$ cat src/rtl/div_unit_pkg.sv
// Shared encodings for the EX-stage radix-2 restoring divider.
package div_unit_pkg;

  typedef enum logic [1:0] {
    DivFree   = 2'b00,
    DivByZero = 2'b01,
    DivOn     = 2'b10,
    DivEnd    = 2'b11
  } div_state_e;

  localparam logic DivResultReady    = 1'b1;
  localparam logic DivResultNotReady = 1'b0;
  localparam logic DivStart          = 1'b1;
  localparam logic DivStop           = 1'b0;

endpackage

$ cat src/rtl/div_unit.sv
// Multi-cycle DIV/DIVU unit: one restoring quotient bit per cycle, result {rem, quo}.
module div_unit
  import div_unit_pkg::*;
#(
  parameter int DATA_W = 32
) (
  input  logic                  clk,
  input  logic                  resetn,
  input  logic                  signed_div,
  input  logic [DATA_W-1:0]     op_a,
  input  logic [DATA_W-1:0]     op_b,
  input  logic                  start,
  input  logic                  annul,
  output logic [2*DATA_W-1:0]   result,
  output logic                  ready,
  output logic                  stallreq_for_ex
);

  localparam int CW = $clog2(DATA_W);

  div_state_e          r_state;
  logic [CW-1:0]       r_cnt;
  logic [DATA_W-1:0]   r_dvd;   // dividend bits shift out, quotient bits shift in
  logic [DATA_W-1:0]   r_dvs;
  logic [DATA_W-1:0]   r_rem;
  logic                r_qneg;
  logic                r_rneg;
  logic [2*DATA_W-1:0] r_result;
  logic                r_ready;

  logic [DATA_W:0]     w_shift;
  logic [DATA_W+1:0]   w_diff;
  logic                w_ge;
  logic [DATA_W-1:0]   w_rem_nx;
  logic [DATA_W-1:0]   w_quo_nx;
  logic [DATA_W-1:0]   w_q_fix;
  logic [DATA_W-1:0]   w_r_fix;
  logic [DATA_W-1:0]   w_a_abs;
  logic [DATA_W-1:0]   w_b_abs;

  always_comb begin
    w_shift  = {r_rem, r_dvd[DATA_W-1]};
    w_diff   = {1'b0, w_shift} - {2'b00, r_dvs};
    w_ge     = ~w_diff[DATA_W+1];
    w_rem_nx = w_ge ? w_diff[DATA_W-1:0] : w_shift[DATA_W-1:0];
    w_quo_nx = {r_dvd[DATA_W-2:0], w_ge};
    w_q_fix  = r_qneg ? -w_quo_nx : w_quo_nx;
    w_r_fix  = r_rneg ? -w_rem_nx : w_rem_nx;
    w_a_abs  = (signed_div && op_a[DATA_W-1]) ? -op_a : op_a;
    w_b_abs  = (signed_div && op_b[DATA_W-1]) ? -op_b : op_b;
  end

  always_ff @(posedge clk) begin
    if (!resetn) begin
      r_state  <= DivFree;
      r_cnt    <= '0;
      r_dvd    <= '0;
      r_dvs    <= '0;
      r_rem    <= '0;
      r_qneg   <= 1'b0;
      r_rneg   <= 1'b0;
      r_result <= '0;
      r_ready  <= DivResultNotReady;
    end else begin
      case (r_state)
        DivFree: begin
          if (start == DivStart && !annul) begin
            if (op_b == '0) begin
              r_state <= DivByZero;
            end else begin
              r_state <= DivOn;
              r_dvd   <= w_a_abs;
              r_dvs   <= w_b_abs;
              r_rem   <= '0;
              r_qneg  <= signed_div & (op_a[DATA_W-1] ^ op_b[DATA_W-1]);
              r_rneg  <= signed_div & op_a[DATA_W-1];
              r_cnt   <= '0;
            end
          end
        end
        DivByZero: begin
          if (annul) begin
            r_state <= DivFree;
          end else begin
            r_state  <= DivEnd;
            r_result <= '0;
            r_ready  <= DivResultReady;
          end
        end
        DivOn: begin
          if (annul) begin
            r_state <= DivFree;
          end else begin
            r_dvd <= w_quo_nx;
            r_rem <= w_rem_nx;
            r_cnt <= r_cnt + 1'b1;
            if (r_cnt == CW'(DATA_W-1)) begin
              r_result <= {w_r_fix, w_q_fix};
              r_ready  <= DivResultReady;
              r_state  <= DivEnd;
            end
          end
        end
        DivEnd: begin
          if (annul) begin
            r_state <= DivFree;
            r_ready <= DivResultNotReady;
          end else if (start == DivStop) begin
            r_state  <= DivFree;
            r_ready  <= DivResultNotReady;
            r_result <= '0;
          end
        end
        default: r_state <= DivFree;
      endcase
    end
  end

  assign result          = r_result;
  assign ready           = r_ready;
  assign stallreq_for_ex = start & ~r_ready;

endmodule

$ cat config.mk
export PLATFORM = sky130hd
export DESIGN_NAME = div_unit
export DESIGN_NICKNAME = d
export VERILOG_FILES = /design/src/rtl/div_unit_pkg.sv /design/src/rtl/div_unit.sv
export SDC_FILE = /design/constraint.sdc
export NUM_CORES = 1
export LEC_CHECK = 0
export CAP_MARGIN = 20
export CORE_ASPECT_RATIO = 1.1
export CORE_UTILIZATION = 52
export DETAILED_ROUTE_END_ITERATION = 6
export GPL_TIMING_DRIVEN = 0
export HOLD_SLACK_MARGIN = 0.05
export MAX_ROUTING_LAYER = met4
export PLACE_DENSITY = 0.83
export REMOVE_ABC_BUFFERS = 1
export SLEW_MARGIN = 20
export SYNTH_ARGS = -nofsm -noshare
export SYNTH_HDL_FRONTEND = slang
export SYNTH_SLANG_ARGS = --single-unit
$ cat constraint.sdc
create_clock -name clk -period 4.65 [get_ports clk]
set_input_delay 0.465 -clock clk [delete_from_list [all_inputs] [get_ports clk]]
set_output_delay 0.465 -clock clk [all_outputs]
set_load 0.02 [all_outputs]
### After elaboration in Yosys (flattened, before gate mapping)

Cells that the tools add are included.
Widths: inputs -> output; s select.

* flip-flop bits (word level): 170
* bits in latches: 0
* RAM bits: 0
* bits in read-only memories: 0
* input bits: 69
* output and inout port bits: 66
* memories kept: 0

* $add $sub $neg: 6
* multiply operators: 0
* divide/modulo/power cells: 0
* magnitude comparators: 0
* equal/unequal tests: 13
* shifts and indexed selects: 0
* muxes and demuxes: 37
* bitwise logic cells: 7
* reductions and logical operators: 13

Operators by type and width (count)
* $mux 32: 11
* $mux 64: 5
* $pmux 64 s3: 1
* $neg 32->32: 4
* $pmux 32 s2: 2
* $sub 33x32->34: 1
* $logic_not 32->1: 1
* $mux 5: 3
* $mux 2: 7
* $ne 2x2->1 const B: 7
* $pmux 5 s2: 1
* $pmux 2 s4: 1
* $ne 3x3->1 const B: 2
* $reduce_and 3->1: 2
* $reduce_and 6->1: 1
* $add 5x1->5 const B: 1
* $eq 5x5->1 const B: 1
* $mux 1: 5
* $reduce_and 5->1: 1
* $eq 2x2->1 const B: 2
* $reduce_and 4->1: 1
* $and 1x1->1: 3
* $logic_and 1x1->1: 3
* $not 1->1: 3
* other kinds (7): 7

### Depth between registers and ports, before layout

Gate-level depths: netlist of run 1.

* word-level depth: 7
* mapped depth: 23

### Worst setup path after synthesis of run 1

No wires, ideal clock.

* path kind: register to register
* start: register r_dvs[16]
* end: register r_result[58], in the netlist result[58]
* library setup time: 125 ps
* arrival time: 4556 ps
* required time: 4525 ps
* path slack: -31 ps
* cell stages (with the launch flop): 22
* buffers on the path: 4
* period minus slack after synthesis: 4681 ps
* cells stage by stage: dfxtp_1 -> inv_1 -> ha_1 -> buf_2 -> nand2_1 -> nor4_4 -> a221oi_1 -> and2_4 -> o31ai_2 -> buf_6 -> buf_2 -> buf_1 -> mux2i_1 -> ha_1 -> nand2_1 -> or4_1 -> nor3_1 -> a31oi_1 -> or3_4 -> o41ai_2 -> xor2_1 -> o21ai_1

* word-level cells in the longest chain between the ends: 7

Ends and longest elaborated chain
* from (decl): line div_unit.sv:24 `logic [DATA_W-1:0] r_dvs;`
* from (signal assigned): line div_unit.sv:73 `r_dvs <= w_b_abs;`
* $sub 33x32->34 (*): line div_unit.sv:43 `w_diff = {1'b0, w_shift} - {2'b00, r_dvs};`
* $mux 32 (*): line div_unit.sv:45 `w_rem_nx = w_ge ? w_diff[DATA_W-1:0] : w_shift[DATA_W-1:0];`
* $neg 32->32: line div_unit.sv:48 `w_r_fix = r_rneg ? -w_rem_nx : w_rem_nx;`
* $mux 32 (*): line div_unit.sv:48
* $mux 64 (*): line div_unit.sv:97 `if (r_cnt == CW'(DATA_W-1)) begin`
* $mux 64 (*): line div_unit.sv:91 `if (annul) begin`
* $pmux 64 s3 (*): line div_unit.sv:65 `case (r_state)`
* to (signal assigned): line div_unit.sv:98 `r_result <= {w_r_fix, w_q_fix};`
* to (decl): line div_unit.sv:28 `logic [2*DATA_W-1:0] r_result;`

Every way passes the cells marked *; elsewhere a longest branch is shown, timed or not. The select of a mux whose other input is x is not followed.
A chain may end at the register's enable or synchronous reset.

### Worst setup path after layout of run 1

* start: register r_rem[6]
* end: register r_result[62], in the netlist result[62]

* word-level cells in the longest chain between the ends: 7

Ends and longest elaborated chain
* from (decl): line div_unit.sv:25 `logic [DATA_W-1:0] r_rem;`
* from (signal assigned): line div_unit.sv:95 `r_rem <= w_rem_nx;`
* $sub 33x32->34: line div_unit.sv:43
* $mux 32 (*): line div_unit.sv:45
* $neg 32->32: line div_unit.sv:48
* $mux 32 (*): line div_unit.sv:48
* $mux 64 (*): line div_unit.sv:97
* $mux 64 (*): line div_unit.sv:91
* $pmux 64 s3 (*): line div_unit.sv:65

Marked as above.

==> results of run 1 <==
-- power by group --
| group | switching, mW | total [mW] | internal, mW |
|---|---|---|---|
| clock | 0.655 | 1.49 | 0.839 |
| sequential | 0.124 | 1.70 | 1.58 |
| combinational | 1.86 | 2.85 | 0.994 |
-- what timing repair did --
action / 4_1_cts / 5_1_grt
buffers inserted: 3 / 13
resized for setup: 35 / 14
pin swaps: 4 / 4
hold buffers: 0 / 0
setup endpoints to repair: 12 / 10
-- final timing paths --
| path | end | slack [ns] | cells after the start |
|---|---|---|---|
| hold / removal | r_dvs[29] | 0.38 | 2 |
| hold reg to reg | result[61] | 0.44 | 2 |
| setup reg to reg | result[62] | 0.1 | 16 |
| setup / recovery | result[62] | 0.1 | 16 |
-- cell usage in the layout, fill, tap and decap left out, types with 12 or more instances in the layout --
cell type and n:
nand3_1 65, clkbuf_16 17, a22oi_1 51, mux2i_1 19, ha_1 29, o31a_1 16, xor2_1 62, o211a_1 33
a21boi_0 61, dfxtp_1 164, a21oi_1 69, o31ai_1 19, inv_1 57, o21ai_0 97, or3_1 17, buf_4 16
o41ai_1 15, clkdlybuf4s50_1 133, nor4_1 16, nor3_1 36, nor2_1 63, nand2_1 212, xnor2_1 79, and2_1 12
nor2b_1 42
-- stage by stage --
stage,power [mW],hold WS (ns),util
2_1_floorplan,3.48,0.435,-
3_3_place_gp,4.24,0.436,0.592
3_5_place_dp,4.36,0.441,0.602
4_1_cts,5.92,0.385,0.638
5_1_grt,6.36,0.389,0.646
6_report,6.05,0.385,0.646
-- kinds of logic after synthesis --
logic type / share of synthesized area
buffers and inverters: 0.0502
adders and majority gates: 0.0463
and+or+nand+nor: 0.221
AOI/OAI and AO/OA: 0.272
DFF: 0.289
muxes: 0.0170
xor gates and xnor gates: 0.105
-- worst max-delay path: cells and delay by family (launching register included) --
family	cells	cell delay (ns)
fa+ha+maj	2	0.66
flops	1	0.37
simple gates	6	1.56
mux	1	0.25
buf+inv	1	0.18
xor+xnor	1	0.21
compound gates	5	1.17
-- final cells by class --
class / count / area, sq um / share of cell area
multi-input cells: 1205 / 8090 / 0.564
flip-flops and latches: 170 / 3410 / 0.238
repair buffers: 158 / 1630 / 0.114
clock buffers: 20 / 457 / 0.0319
well taps: 295 / 369 / 0.0258
inverters: 58 / 220 / 0.0154
clock inverters: 12 / 153 / 0.0107
diodes: 1 / 2.50 / 0.000175
-- flip-flops by register name (all words and copies together), names as in the netlist --
name / cells
ready: 1
r_dvd: 32
r_rneg: 1
r_cnt: 5
r_qneg: 1
r_dvs: 32
r_state: 2
r_rem: 32
result: 64
-- layer usage --
metal  share of wire  GRT usage
met5               0          -
met4           0.041      0.144
met3           0.060     0.0423
met2            0.47      0.478
met1            0.43      0.373
==> results.yml, run 1 <==
global_route:
  overflow: 0
  grt.total_usage: 0.300
  antenna_found_initial: 1
  grt_pass1_vias: 10800
  grt_start_max_net_pins: 109
  grt_pass1_wl_microns: 54900
sta:
  fmax_mhz: 220
  fin_ws_ns: 0.0952
  finalCritPeriodShare: 0.980
  hold_viol_final: 0
  tns_ns: 0
  tightest_slew_ns: 1.10
  final.setup_skew_ns: 0.00975
  drv_slew: 0
  period_needed_ns: 4.55
  relSlewSlack: 0.265
  setup_viol: 0
setup_path:
  crit_top_cell: "and2_4"
  startpoint: "r_rem[6]"
  worstPathArrival_ns: 4.85
  critPathKind: "reg2reg"
  r2r_start: "r_rem[6]"
  critPathSlowestCell: "or4_4"
  path_cells: "ha_1 -> and2_4 -> and3_1 -> o211ai_1 -> and2_4 -> o31ai_4 -> buf_12 -> mux2i_4 -> ha_2 -> nand2_1 -> or4_4 -> nor4_2 -> o221ai_1 -> o41ai_2 -> xor2_1 -> o21ai_0"
  startpoint_type: "flop"
  crit_path_max_fanout: 10
  endpoint_kind: "flop"
  slowest_delay_ns: 0.49
  crit_required_ns: 4.95
synthesis:
  ys_ff_latch: 170
  async_reset_ff_frac: 0
  synth_top_cell_area_share: 0.289
  avgSynthCellArea_sq_um: 7.74
  synthTopCellsByCount: "nand2_1 (214), dfxtp_1 (170), o21ai_0 (99)"
  syn_inst: 1523
  syn_area_sq_um: 11800
  synth_area_leader_cell: "dfxtp_1"
  synth_edf_count: 0
  seq_area_frac_synth: 0.289
  synth_area_leaders: "dfxtp_1 (29%), nand2_1 (6.8%), xnor2_1 (5.9%)"
  synthMostInstantiatedCell: "nand2_1"
  yosysUniqueCellTypes: 77
  synth_ff_type: "dfxtp_1"
  yosysWarnings: 0
power_and_ir_drop:
  p_leak_nw: 5.42
  peakVddDrop_v: 0.000315
  p_per_area_nw_per_um2: 422
die:
  die_x_microns: 146
  die_h_microns: 160
  core_sq_um: 22200
  io-pin-count: 135
  start_util: 0.532
  num_rows: 57
  die_area_sq_um: 23300
drt:
  wl_microns: 34500
  final_antenna_net_count: 0
  drtIter0Drc: 943
  drt_first_pass_iters: 6
  wl_per_cell_microns: 18.0
  routed-via-count: 11700
  drc: 0
  via_per_inst: 6.09
clocking:
  cts_root_buf: "clkbuf_16"
  clk_latency_ns: 0.44
  cts.htree.levels: 4
  clock_sinks: 170
  cts_tree: "done"
  clk_pin_slew_ns: 0.07
  clockBufferDepth: 2
  cts_buffers: 17
hold_path:
  min_path_type: "in2reg"
  worstHoldStart: "resetn"
placement:
  place_ws_ns: -0.660
  place.detailed.hpwl_microns: 24400
  post_dp_cell_area_sq_um: 13400
  dpl.cell_count: 1870
  port-buffer-count: 134
  place_congestion: 0.975
run:
  cap_violations: 0
layout:
  nFillCells: 1814
  num-nets-final: 1722
  design_area_sq_um: 14300
  final_cells: 1919
  drive_above_1_share: 0.0758
  areaGrowthSynthToFinish_pct: 21.5
outcome:
  status: "complete, no violations"
(Power assumes the default switching activity.)
==> run 2: changes to the inputs <==
--- a/config.mk
+++ b/config.mk
@@ -5,7 +5,6 @@
 export SDC_FILE = /design/constraint.sdc
 export NUM_CORES = 1
 export LEC_CHECK = 0
-export CAP_MARGIN = 20
 export CORE_ASPECT_RATIO = 1.1
 export CORE_UTILIZATION = 52
 export DETAILED_ROUTE_END_ITERATION = 6
@@ -18,3 +17,4 @@
 export SYNTH_ARGS = -nofsm -noshare
 export SYNTH_HDL_FRONTEND = slang
 export SYNTH_SLANG_ARGS = --single-unit
+export TNS_END_PERCENT = 30
==> run 2 against run 1 <==
Sequential power hardly changed; wire length is 0.12% higher; clock power hardly changed; core utilization is 0.096 points lower; count of clock-buffer cells in the layout stayed put; fmax is 0.13% higher; non-clock buffer count is 1 lower; power hardly changed; via count stayed put; first-iteration DRC count is 1.4% higher; die area stayed put; cell count hardly changed; critical path type unchanged; largest cell class unchanged.
==> results.yml, run 2 (synthesized netlist as in run 1, its figures left out) <==
sta:
  tightest_slew_ns: 1.09
  relSlewSlack: 0.270
  period_needed_ns: 4.55
  tns_ns: 0
  fmax_mhz: 220
  drv_slew: 0
  setup_viol: 0
  final.setup_skew_ns: 0.00959
  fin_ws_ns: 0.101
  grt_setup_unrepaired: "yes"
  finalCritPeriodShare: 0.978
  hold_viol_final: 0
setup_path:
  worstPathArrival_ns: 4.85
  critPathKind: "reg2reg"
  crit_path_max_fanout: 10
  reg2reg_slack_ns: 0.10
  worstSetupEndpoint: "result[58]"
  startpoint: "r_rem[6]"
  r2r-end: "result[58]"
  startpoint_type: "flop"
  ff2ff_path_depth: 17
  r2r_start: "r_rem[6]"
  crit_required_ns: 4.95
  endpoint_kind: "flop"
clocking:
  cts_root_buf: "clkbuf_16"
  cts_buffers: 17
  clk_pin_slew_ns: 0.07
  clockBufferDepth: 2
  cts_tree: "done"
  clock_sinks: 170
  cts.htree.levels: 4
  clk_latency_ns: 0.44
hold_path:
  min_path_type: "in2reg"
  min_path_cells: 2
drt:
  drtIter0Drc: 956
  final_antenna_net_count: 0
  routed-via-count: 11700
  wl_microns: 34600
  drc: 0
  drt_first_pass_iters: 6
  via_per_inst: 6.09
  wl_per_cell_microns: 18.0
die:
  io-pin-count: 135
  core_sq_um: 22200
  die_h_microns: 160
  num_rows: 57
  start_util: 0.532
  die_area_sq_um: 23300
  die_x_microns: 146
power_and_ir_drop:
  switching_power_mw: 2.63
  p_leak_nw: 5.41
  power_frac_comb: 0.471
  internal_power_mw: 3.41
  p_clk_frac: 0.247
  sw_frac_of_total: 0.436
  p_per_area_nw_per_um2: 423
  peakVddDrop_v: 0.000316
  power_frac_seq: 0.283
global_route:
  grt_pass1_wl_microns: 54900
  grt_pass1_vias: 10800
  antenna_found_initial: 1
  overflow: 0
  grt_start_max_net_pins: 109
  grt.total_usage: 0.300
outcome:
  status: "complete, no violations"
layout:
  layout_common_cells: "nand2_1 (212), dfxtp_1 (164), clkdlybuf4s50_1 (133), o21ai_0 (97), xnor2_1 (79)"
  final_common_cell: "nand2_1"
  largest_register_ffs: 64
  areaGrowthSynthToFinish_pct: 21.4
  num-nets-final: 1721
  drive_above_1_share: 0.0752
placement:
  place_congestion: 0.975
  place.detailed.hpwl_microns: 24400
  port-buffer-count: 134
  place_ws_ns: -0.660
run:
  cap_violations: 0
-- run 2: cell types whose count changed in the layout (fill, tap and decap cells not counted), sizes merged --
cell and change:
buf -1
-- run 2: cell type report --
cell class | count | area [sq um]
Clock buffer | 20 | 457
Tap cell | 295 | 369
Timing Repair Buffer | 157 | 1620
Sequential cell | 170 | 3410
Inverter | 58 | 220
Antenna cell | 1 | 2.50
Multi-Input combinational cell | 1205 | 8080
Clock inverter | 12 | 153
Fill cell | 1817 | 7870
-- run 2: through the flow --
step           hold slack, ns  std cells  utilization  power [mW]  cell area [sq um]
3_3_place_gp            0.436       1862        0.592        4.24              13100
4_1_cts                 0.385       1905        0.638        5.92              14200
2_1_floorplan           0.435       1433            -        3.48              11400
6_report                0.384       1918        0.645        6.05              14300
3_5_place_dp            0.441       1870        0.602        4.36              13400
5_1_grt                 0.389       1918        0.645        6.35              14300
-- run 2: layer usage --
| metal | wire length, microns | part of all wire | vias to the layer above | track usage |
|---|---|---|---|---|
| met3 | 2260 | 0.065 | 86 | 0.0423 |
| met2 | 16100 | 0.47 | 454 | 0.478 |
| met5 | 0 | 0 | - | - |
| met1 | 14700 | 0.43 | 5492 | 0.373 |
| met4 | 1420 | 0.041 | 0 | 0.144 |
| li1 | - | - | 5658 | - |
-- run 2: power by group through the flow --
stage	Combinational (mW)	Sequential (mW)	Clock [mW]
final	2.85	1.71	1.49
after global routing	3.06	1.72	1.57
after CTS	2.71	1.70	1.50
after detailed placement	2.63	1.73	0
after global placement	2.51	1.72	0
after floorplan	1.76	1.72	0
-- run 2: worst min path at each step --
stage                       endpoint       start  slack (ns)
after floorplan             r_cnt[4]    r_cnt[4]        0.44
after global placement    result[48]  result[48]        0.44
after detailed placement  result[58]  result[58]        0.44
after CTS                  r_dvs[29]      resetn        0.38
after global routing       r_dvs[28]      resetn        0.39
final                      r_dvs[29]      resetn        0.38
-- run 2: timing repair --
item / 4_1_cts / 5_1_grt
buffers inserted: 3 / 13
hold buffers: 0 / 0
resized for setup: 35 / 13
pin swaps: 4 / 4
cloned: 0 / 0
endpoints found under the setup margin: 12 / 10
-- run 2: worst max-delay path, cell delays in order (launching register included) --
cell	delay [ns]
dfxtp_1	0.36
ha_1	0.41
and2_4	0.20
and3_1	0.22
o211ai_1	0.19
and2_4	0.24
o31ai_4	0.25
buf_12	0.18
mux2i_4	0.25
ha_2	0.24
nand2_1	0.06
or4_4	0.48
nor3_2	0.18
a31oi_2	0.14
or3_4	0.38
o41ai_4	0.36
xor2_1	0.20
o21ai_1	0.07
